<file path="config.mk">
export PLATFORM = sky130hd
export DESIGN_NAME = fetch_unit
export DESIGN_NICKNAME = d
export VERILOG_FILES = /design/src/rtl/fetch_unit_pkg.sv /design/src/rtl/fetch_fifo.sv /design/src/rtl/fetch_unit.sv
export SDC_FILE = /design/constraint.sdc
export NUM_CORES = 1
export LEC_CHECK = 0
export ABC_AREA = 1
export CORE_UTILIZATION = 53
export DETAILED_ROUTE_END_ITERATION = 8
export PLACE_DENSITY = 0.88
export REMOVE_ABC_BUFFERS = 1
export SKIP_LAST_GASP = 1
export SLEW_MARGIN = 5
export SYNTH_ARGS = -nofsm -noshare
export SYNTH_HDL_FRONTEND = slang
export SYNTH_SLANG_ARGS = --single-unit
</file>
<file path="constraint.sdc">
create_clock -name clk -period 5.7 [get_ports clk]
set_input_delay 1.425 -clock clk [delete_from_list [all_inputs] [get_ports clk]]
set_output_delay 1.425 -clock clk [all_outputs]
set_load 0.01 [all_outputs]
</file>
<file path="src/rtl/fetch_unit_pkg.sv">
// Shared definitions for the instruction-fetch stage.
package fetch_unit_pkg;

  localparam int unsigned XLEN        = 32;
  localparam int unsigned INSTR_BYTES = 4;

  localparam logic [XLEN-1:0] RESET_PC_DEFAULT = 32'h0000_0000;
  localparam logic [XLEN-1:0] NOP_INSTR        = 32'h0000_0013;

  // One buffered fetch result: instruction word tagged with its PC.
  typedef struct packed {
    logic [XLEN-1:0] pc;
    logic [XLEN-1:0] instr;
  } fetch_entry_t;

  function automatic logic [XLEN-1:0] align_pc(input logic [XLEN-1:0] addr);
    return addr & ~XLEN'(INSTR_BYTES - 1);
  endfunction

endpackage

</file>
<file path="src/rtl/fetch_fifo.sv">
// Synchronous FIFO with push/pop/flush and registered count/full/empty.
module fetch_fifo #(
  parameter int unsigned WIDTH = 32,
  parameter int unsigned DEPTH = 2,
  localparam int unsigned AW = (DEPTH > 1) ? $clog2(DEPTH) : 1,
  localparam int unsigned CW = $clog2(DEPTH + 1)
) (
  input  logic             clk,
  input  logic             rst,
  input  logic             flush,
  input  logic             push,
  input  logic [WIDTH-1:0] push_data,
  input  logic             pop,
  output logic [WIDTH-1:0] pop_data,
  output logic [CW-1:0]    count,
  output logic             full,
  output logic             empty
);

  logic [WIDTH-1:0] mem [DEPTH];
  logic [AW-1:0]    rd_ptr, wr_ptr;
  logic [CW-1:0]    count_nxt;
  logic             do_push, do_pop;

  function automatic logic [AW-1:0] ptr_inc(input logic [AW-1:0] p);
    return (p == AW'(DEPTH - 1)) ? '0 : p + AW'(1);
  endfunction

  // A push into a full FIFO is accepted only when a pop frees the slot.
  assign do_pop   = pop && !empty;
  assign do_push  = push && (!full || do_pop);
  assign pop_data = mem[rd_ptr];

  always_comb begin
    count_nxt = count;
    if (do_push && !do_pop)      count_nxt = count + CW'(1);
    else if (do_pop && !do_push) count_nxt = count - CW'(1);
  end

  always_ff @(posedge clk) begin
    if (rst || flush) begin
      rd_ptr <= '0;
      wr_ptr <= '0;
      count  <= '0;
      empty  <= 1'b1;
      full   <= 1'b0;
    end else begin
      if (do_push) wr_ptr <= ptr_inc(wr_ptr);
      if (do_pop)  rd_ptr <= ptr_inc(rd_ptr);
      count <= count_nxt;
      empty <= (count_nxt == '0);
      full  <= (count_nxt == CW'(DEPTH));
    end
  end

  always_ff @(posedge clk) begin
    if (do_push) mem[wr_ptr] <= push_data;
  end

endmodule

</file>
<file path="src/rtl/fetch_unit.sv">
// Instruction-fetch stage: sequential PC generation, credit-limited imem
// requests, in-order response buffering and branch redirect with drop tracking.
module fetch_unit
  import fetch_unit_pkg::*;
#(
  parameter logic [31:0] RESET_PC        = RESET_PC_DEFAULT,
  parameter int unsigned FIFO_DEPTH      = 2,
  parameter int unsigned MAX_OUTSTANDING = 2
) (
  input  logic        clk,
  input  logic        rst,
  input  logic        branch_taken,
  input  logic [31:0] branch_addr,
  output logic        imem_req_valid,
  input  logic        imem_req_ready,
  output logic [31:0] imem_req_addr,
  input  logic        imem_resp_valid,
  input  logic [31:0] imem_resp_data,
  output logic        instr_valid,
  input  logic        instr_ready,
  output logic [31:0] instr,
  output logic [31:0] instr_pc
);

  localparam int unsigned OW = $clog2(MAX_OUTSTANDING + 1);
  localparam int unsigned FW = $clog2(FIFO_DEPTH + 1);
  localparam int unsigned SW = ((OW > FW) ? OW : FW) + 1;

  logic [XLEN-1:0] pc;
  logic [OW-1:0]   drop_count, pcq_count, outstanding;
  logic [FW-1:0]   fifo_count;
  logic            fifo_full, fifo_empty, pcq_full, pcq_empty;
  logic [XLEN-1:0] pcq_head;
  logic            credit_ok, req_fire, resp_keep, resp_drop, instr_pop;
  fetch_entry_t    push_entry, head;

  // Live requests sit in the PC queue; wrong-path ones are only counted.
  assign outstanding = pcq_count + drop_count;

  assign credit_ok = ((SW'(outstanding) + SW'(fifo_count)) < SW'(FIFO_DEPTH))
                   && (outstanding < OW'(MAX_OUTSTANDING))
                   && !fifo_full && !pcq_full;

  assign imem_req_valid = !rst && !branch_taken && credit_ok;
  assign imem_req_addr  = pc;
  assign req_fire       = imem_req_valid && imem_req_ready;

  assign resp_drop = imem_resp_valid && (drop_count != '0);
  assign resp_keep = imem_resp_valid && (drop_count == '0) && !pcq_empty;

  assign instr_valid = !rst && !branch_taken && !fifo_empty;
  assign instr_pop   = instr_valid && instr_ready;
  assign instr       = instr_valid ? head.instr : NOP_INSTR;
  assign instr_pc    = head.pc;

  assign push_entry = '{pc: pcq_head, instr: imem_resp_data};

  always_ff @(posedge clk) begin
    if (rst) begin
      pc         <= RESET_PC;
      drop_count <= '0;
    end else if (branch_taken) begin
      pc         <= align_pc(branch_addr);
      drop_count <= outstanding - OW'(imem_resp_valid);
    end else begin
      if (req_fire)  pc         <= pc + XLEN'(INSTR_BYTES);
      if (resp_drop) drop_count <= drop_count - OW'(1);
    end
  end

  fetch_fifo #(
    .WIDTH ($bits(fetch_entry_t)),
    .DEPTH (FIFO_DEPTH)
  ) u_instr_fifo (
    .clk       (clk),
    .rst       (rst),
    .flush     (branch_taken),
    .push      (resp_keep),
    .push_data (push_entry),
    .pop       (instr_pop),
    .pop_data  (head),
    .count     (fifo_count),
    .full      (fifo_full),
    .empty     (fifo_empty)
  );

  fetch_fifo #(
    .WIDTH (XLEN),
    .DEPTH (MAX_OUTSTANDING)
  ) u_pc_queue (
    .clk       (clk),
    .rst       (rst),
    .flush     (branch_taken),
    .push      (req_fire),
    .push_data (pc),
    .pop       (resp_keep),
    .pop_data  (pcq_head),
    .count     (pcq_count),
    .full      (pcq_full),
    .empty     (pcq_empty)
  );

endmodule

</file>
==> summary.txt <==
Status
  – Status: complete, no violations

Layout
  – Area taken by multi-input logic gates: 0.00287 mm²
  – Area Growth Syn to Fin: 26.4%
  – Layout fillers: 1288
  – Cell Count, Final, Fillers Out: 1308
  – Final instance area: 0.0122 mm²
  – FF+latch area: 0.00645 mm²
  – Number of diodes: 0
  – Layout cell share with drive strength beyond 1: 8.90%
  – Nets: 1139
  – Core Util, Final: 68.4%

Floorplan
  – Die Area: 0.0188 mm²
  – Die width: 137 µm
  – DIE HEIGHT: 137 µm
  – Core ar.: 0.0179 mm²
  – Site row count: 49
  – IO Count: 168
  – Initial Util: 54.1%

Route
  – Initial detailed-routing violation count: 471
  – WL/cell: 16.7 µm
  – Antenna Violating Nets Remaining: 0
  – Via/cell ratio: 5.26
  – Met2 Wirelength: 11000 µm
  – Post-route DRC: 0
  – Metal-1 WL: 8760 µm
  – DR top layer: met4
  – Drt total wl: 21800 µm
  – Metal3 WL: 1560 µm
  – Router iterations before antenna repair: 8
  – DR vias: 6875

Timing
  – Final Max Slew Viols: 0
  – Final Hold Vio Count: 0
  – Period utilization: 89.8%
  – Setup violators final: 0
  – Skew final: 0.0174 ns
  – Peak Freq: 0.195 GHz
  – Fin crit period: 5.12 ns
  – Worst-Margin Slew: 0.916 ns
  – RSZ-0062 raised after global routing: false
  – Relative slew slack: 38.9%
  – TNS Setup: 0 ns

Critical path
  – CP peak stage delay: 0.57 ns
  – Critical path class: input pin to output port
  – Cell family with most CP delay: buffers and inverters
  – WP buf/inv: 4
  – Cell mode on critical path: clkdlybuf4s50_1
  – Crit path required time: 4.28 ns
  – Setup crit start kind: input pin
  – WP data arrival: 3.69 ns
  – CP max FO: 29
  – CP Capture Type: output port
  – Slowest cell on crit path: clkdlybuf4s50_1
  – Crit-path cells: clkdlybuf4s50_1 -> inv_4 -> nand2_4 -> nor2_8 -> inv_1 -> a21oi_1 -> clkdlybuf4s50_1

GRT
  – Largest net degree at the start of global routing: 63
  – GRT Total Usage: 23.1%
  – Overflow after GRT: 0
  – Initial antenna violation count: 0
  – Vias in the first global route: 6480
  – First-pass GRT wire length: 32900 µm

Pwr
  – VDD IR-drop max: 0.000192 V
  – P per Cell Area: 286 mW/mm²
  – LEAKAGE: 4.52 nW

CTS
  – CTS tree: done
  – CTS Buf Count: 23
  – Worst-path clk slew: 0.06 ns
  – Sink Count: 230
  – H-tree lvl count: 1
  – Setup bufs post-CTS: 0
  – Clock Tree Root: clkbuf_16
  – Maximum buffer depth of the clock tree: 3
  – Cts hold-fix bufs: 0
  – Worst skew pair latency: 0.50 ns
  – Cts repair resizes: 0

Logic synthesis
  – Flops & latches, synth: 230
  – Post-synth EDFFs: 184
  – Async SR Flop Fraction: 0%
  – Netlist cell types: 39
  – Sequential share of the synthesized area: 66.6%
  – Avg Cell Area, Syn: 10.8 µm²
  – Syn Inst Count: 900
  – Ys flop type: edfxtp_1
  – Post-Synthesis Cell Area: 0.00968 mm²
  – Syn. warnings: 0

Place
  – Gp weighted congestion: 0.893
  – PortBufs: 161
  – DP Wirelength: 14900 µm
  – Placed inst area: 0.0115 mm²
  – Dpl cells: 1268

Worst hold path
  – Hold Crit Class: flop to flop

Job
  – Max Cap Viol: 0
## metrics by stage
stage / power, mW / hold slack (ns) / worst slack, ns
3_3_place_gp: 2.11 / 0.453 / 0.661
2_1_floorplan: 1.99 / 0.447 / 0.512
3_5_place_dp: 2.12 / 0.464 / 0.573
4_1_cts: 3.53 / 0.476 / 0.573
6_report: 3.50 / 0.477 / 0.584
5_1_grt: 3.60 / 0.506 / 0.407
## report_power, final
| group | internal, mW | switching [mW] |
|---|---|---|
| Sequential | 1.84 | 0.0345 |
| Combinational | 0.106 | 0.109 |
| Clock | 0.826 | 0.589 |
## synthesized netlist by cell type (2+ instances only)
cell type	instances	area, µm²
nand2_1	314	1180
ha_1	4	50.1
nand2_4	2	22.5
nor2_1	62	233
buf_2	5	25.0
a31oi_1	6	37.5
inv_1	51	191
and2_1	2	12.5
xnor2_1	7	61.3
nand3_1	32	160
o211ai_1	2	15.0
o21ai_0	27	135
clkbuf_1	21	78.8
nand4_1	6	37.5
edfxtp_1	184	5530
mux2_2	30	338
nand2_2	4	25.0
buf_6	3	33.8
nor3_1	7	35.0
nor2_8	2	40.0
dfxtp_1	46	921
xor2_1	9	78.8
buf_4	5	37.5
inv_2	3	11.3
a21oi_1	52	260
## kinds of logic (layout without fill, tap and decap cells)
family	after synthesis	count (layout)	synth area share (%)
simple gates	437	437	18.6
flops	230	230	66.6
buf+inv	91	267	4.10
compound gates	90	90	5.01
mux	30	30	3.49
xor+xnor	16	16	1.45
fa+ha+maj	5	5	0.724
other cells	1	4	0.0387
## tightest hold or removal path, cell delays in order (launching register included)
cell     delay (ns)
dfxtp_1        0.30
inv_1          0.07
a21oi_1        0.06
## per-layer routing
metal	track usage, %	vias up
met3	3.78	41
met4	7.69	0
met1	27.9	3232
li1	-	3356
met5	0	-
met2	41.6	246
## area by class of cell
cell class | count | area share (%)
sequential | 230 | 52.7
multi-input combinational | 582 | 23.4
timing repair buffer | 171 | 14.0
clock buffer | 31 | 5.20
tap | 229 | 2.34
inverter | 56 | 1.78
clock inverter | 9 | 0.572
## layout by cell type, fill, tap and decap left out, types with 2 or more instances in the layout
master,instances
nor2_8,2
buf_4,8
xor2_1,9
clkbuf_1,6
and2_1,2
clkinv_2,5
o21ai_0,27
nand3_1,32
a31oi_1,6
o211ai_1,2
dfxtp_1,45
nand2_1,314
inv_1,51
xnor2_1,7
clkbuf_16,24
clkdlybuf4s50_1,161
nor2_2,3
clkinv_1,2
nand2_2,4
nor2_1,58
conb_1,4
nor3_1,7
nor2_4,3
ha_1,4
edfxtp_1,184
a21oi_1,52
inv_2,3
nand2_4,2
nand4_1,6
buf_12,2
mux2_2,30
## state kept, by name, indices dropped and copies added, names as in the netlist, 2 cells and up, named ones only
name and cells:
u_instr_fifo.count 2, u_pc_queue.mem 60, imem_req_addr 30, drop_count 2, u_pc_queue.count 2, u_instr_fifo.mem 124
## path summary, 6_finish.rpt
| path | slack, ns | start | cells after the start | endpoint |
|---|---|---|---|---|
| setup reg to reg | 2.39 | drop_count[0] | 12 | u_pc_queue.mem[1][17] |
| setup / recovery | 0.58 | rst | 7 | instr[29] |
| hold reg to reg | 0.48 | u_instr_fifo.rd_ptr | 2 | flop |
| hold / removal | 0.48 | u_instr_fifo.rd_ptr | 2 | flop |
No activity file was read; power rests on OpenSTA's default activity.
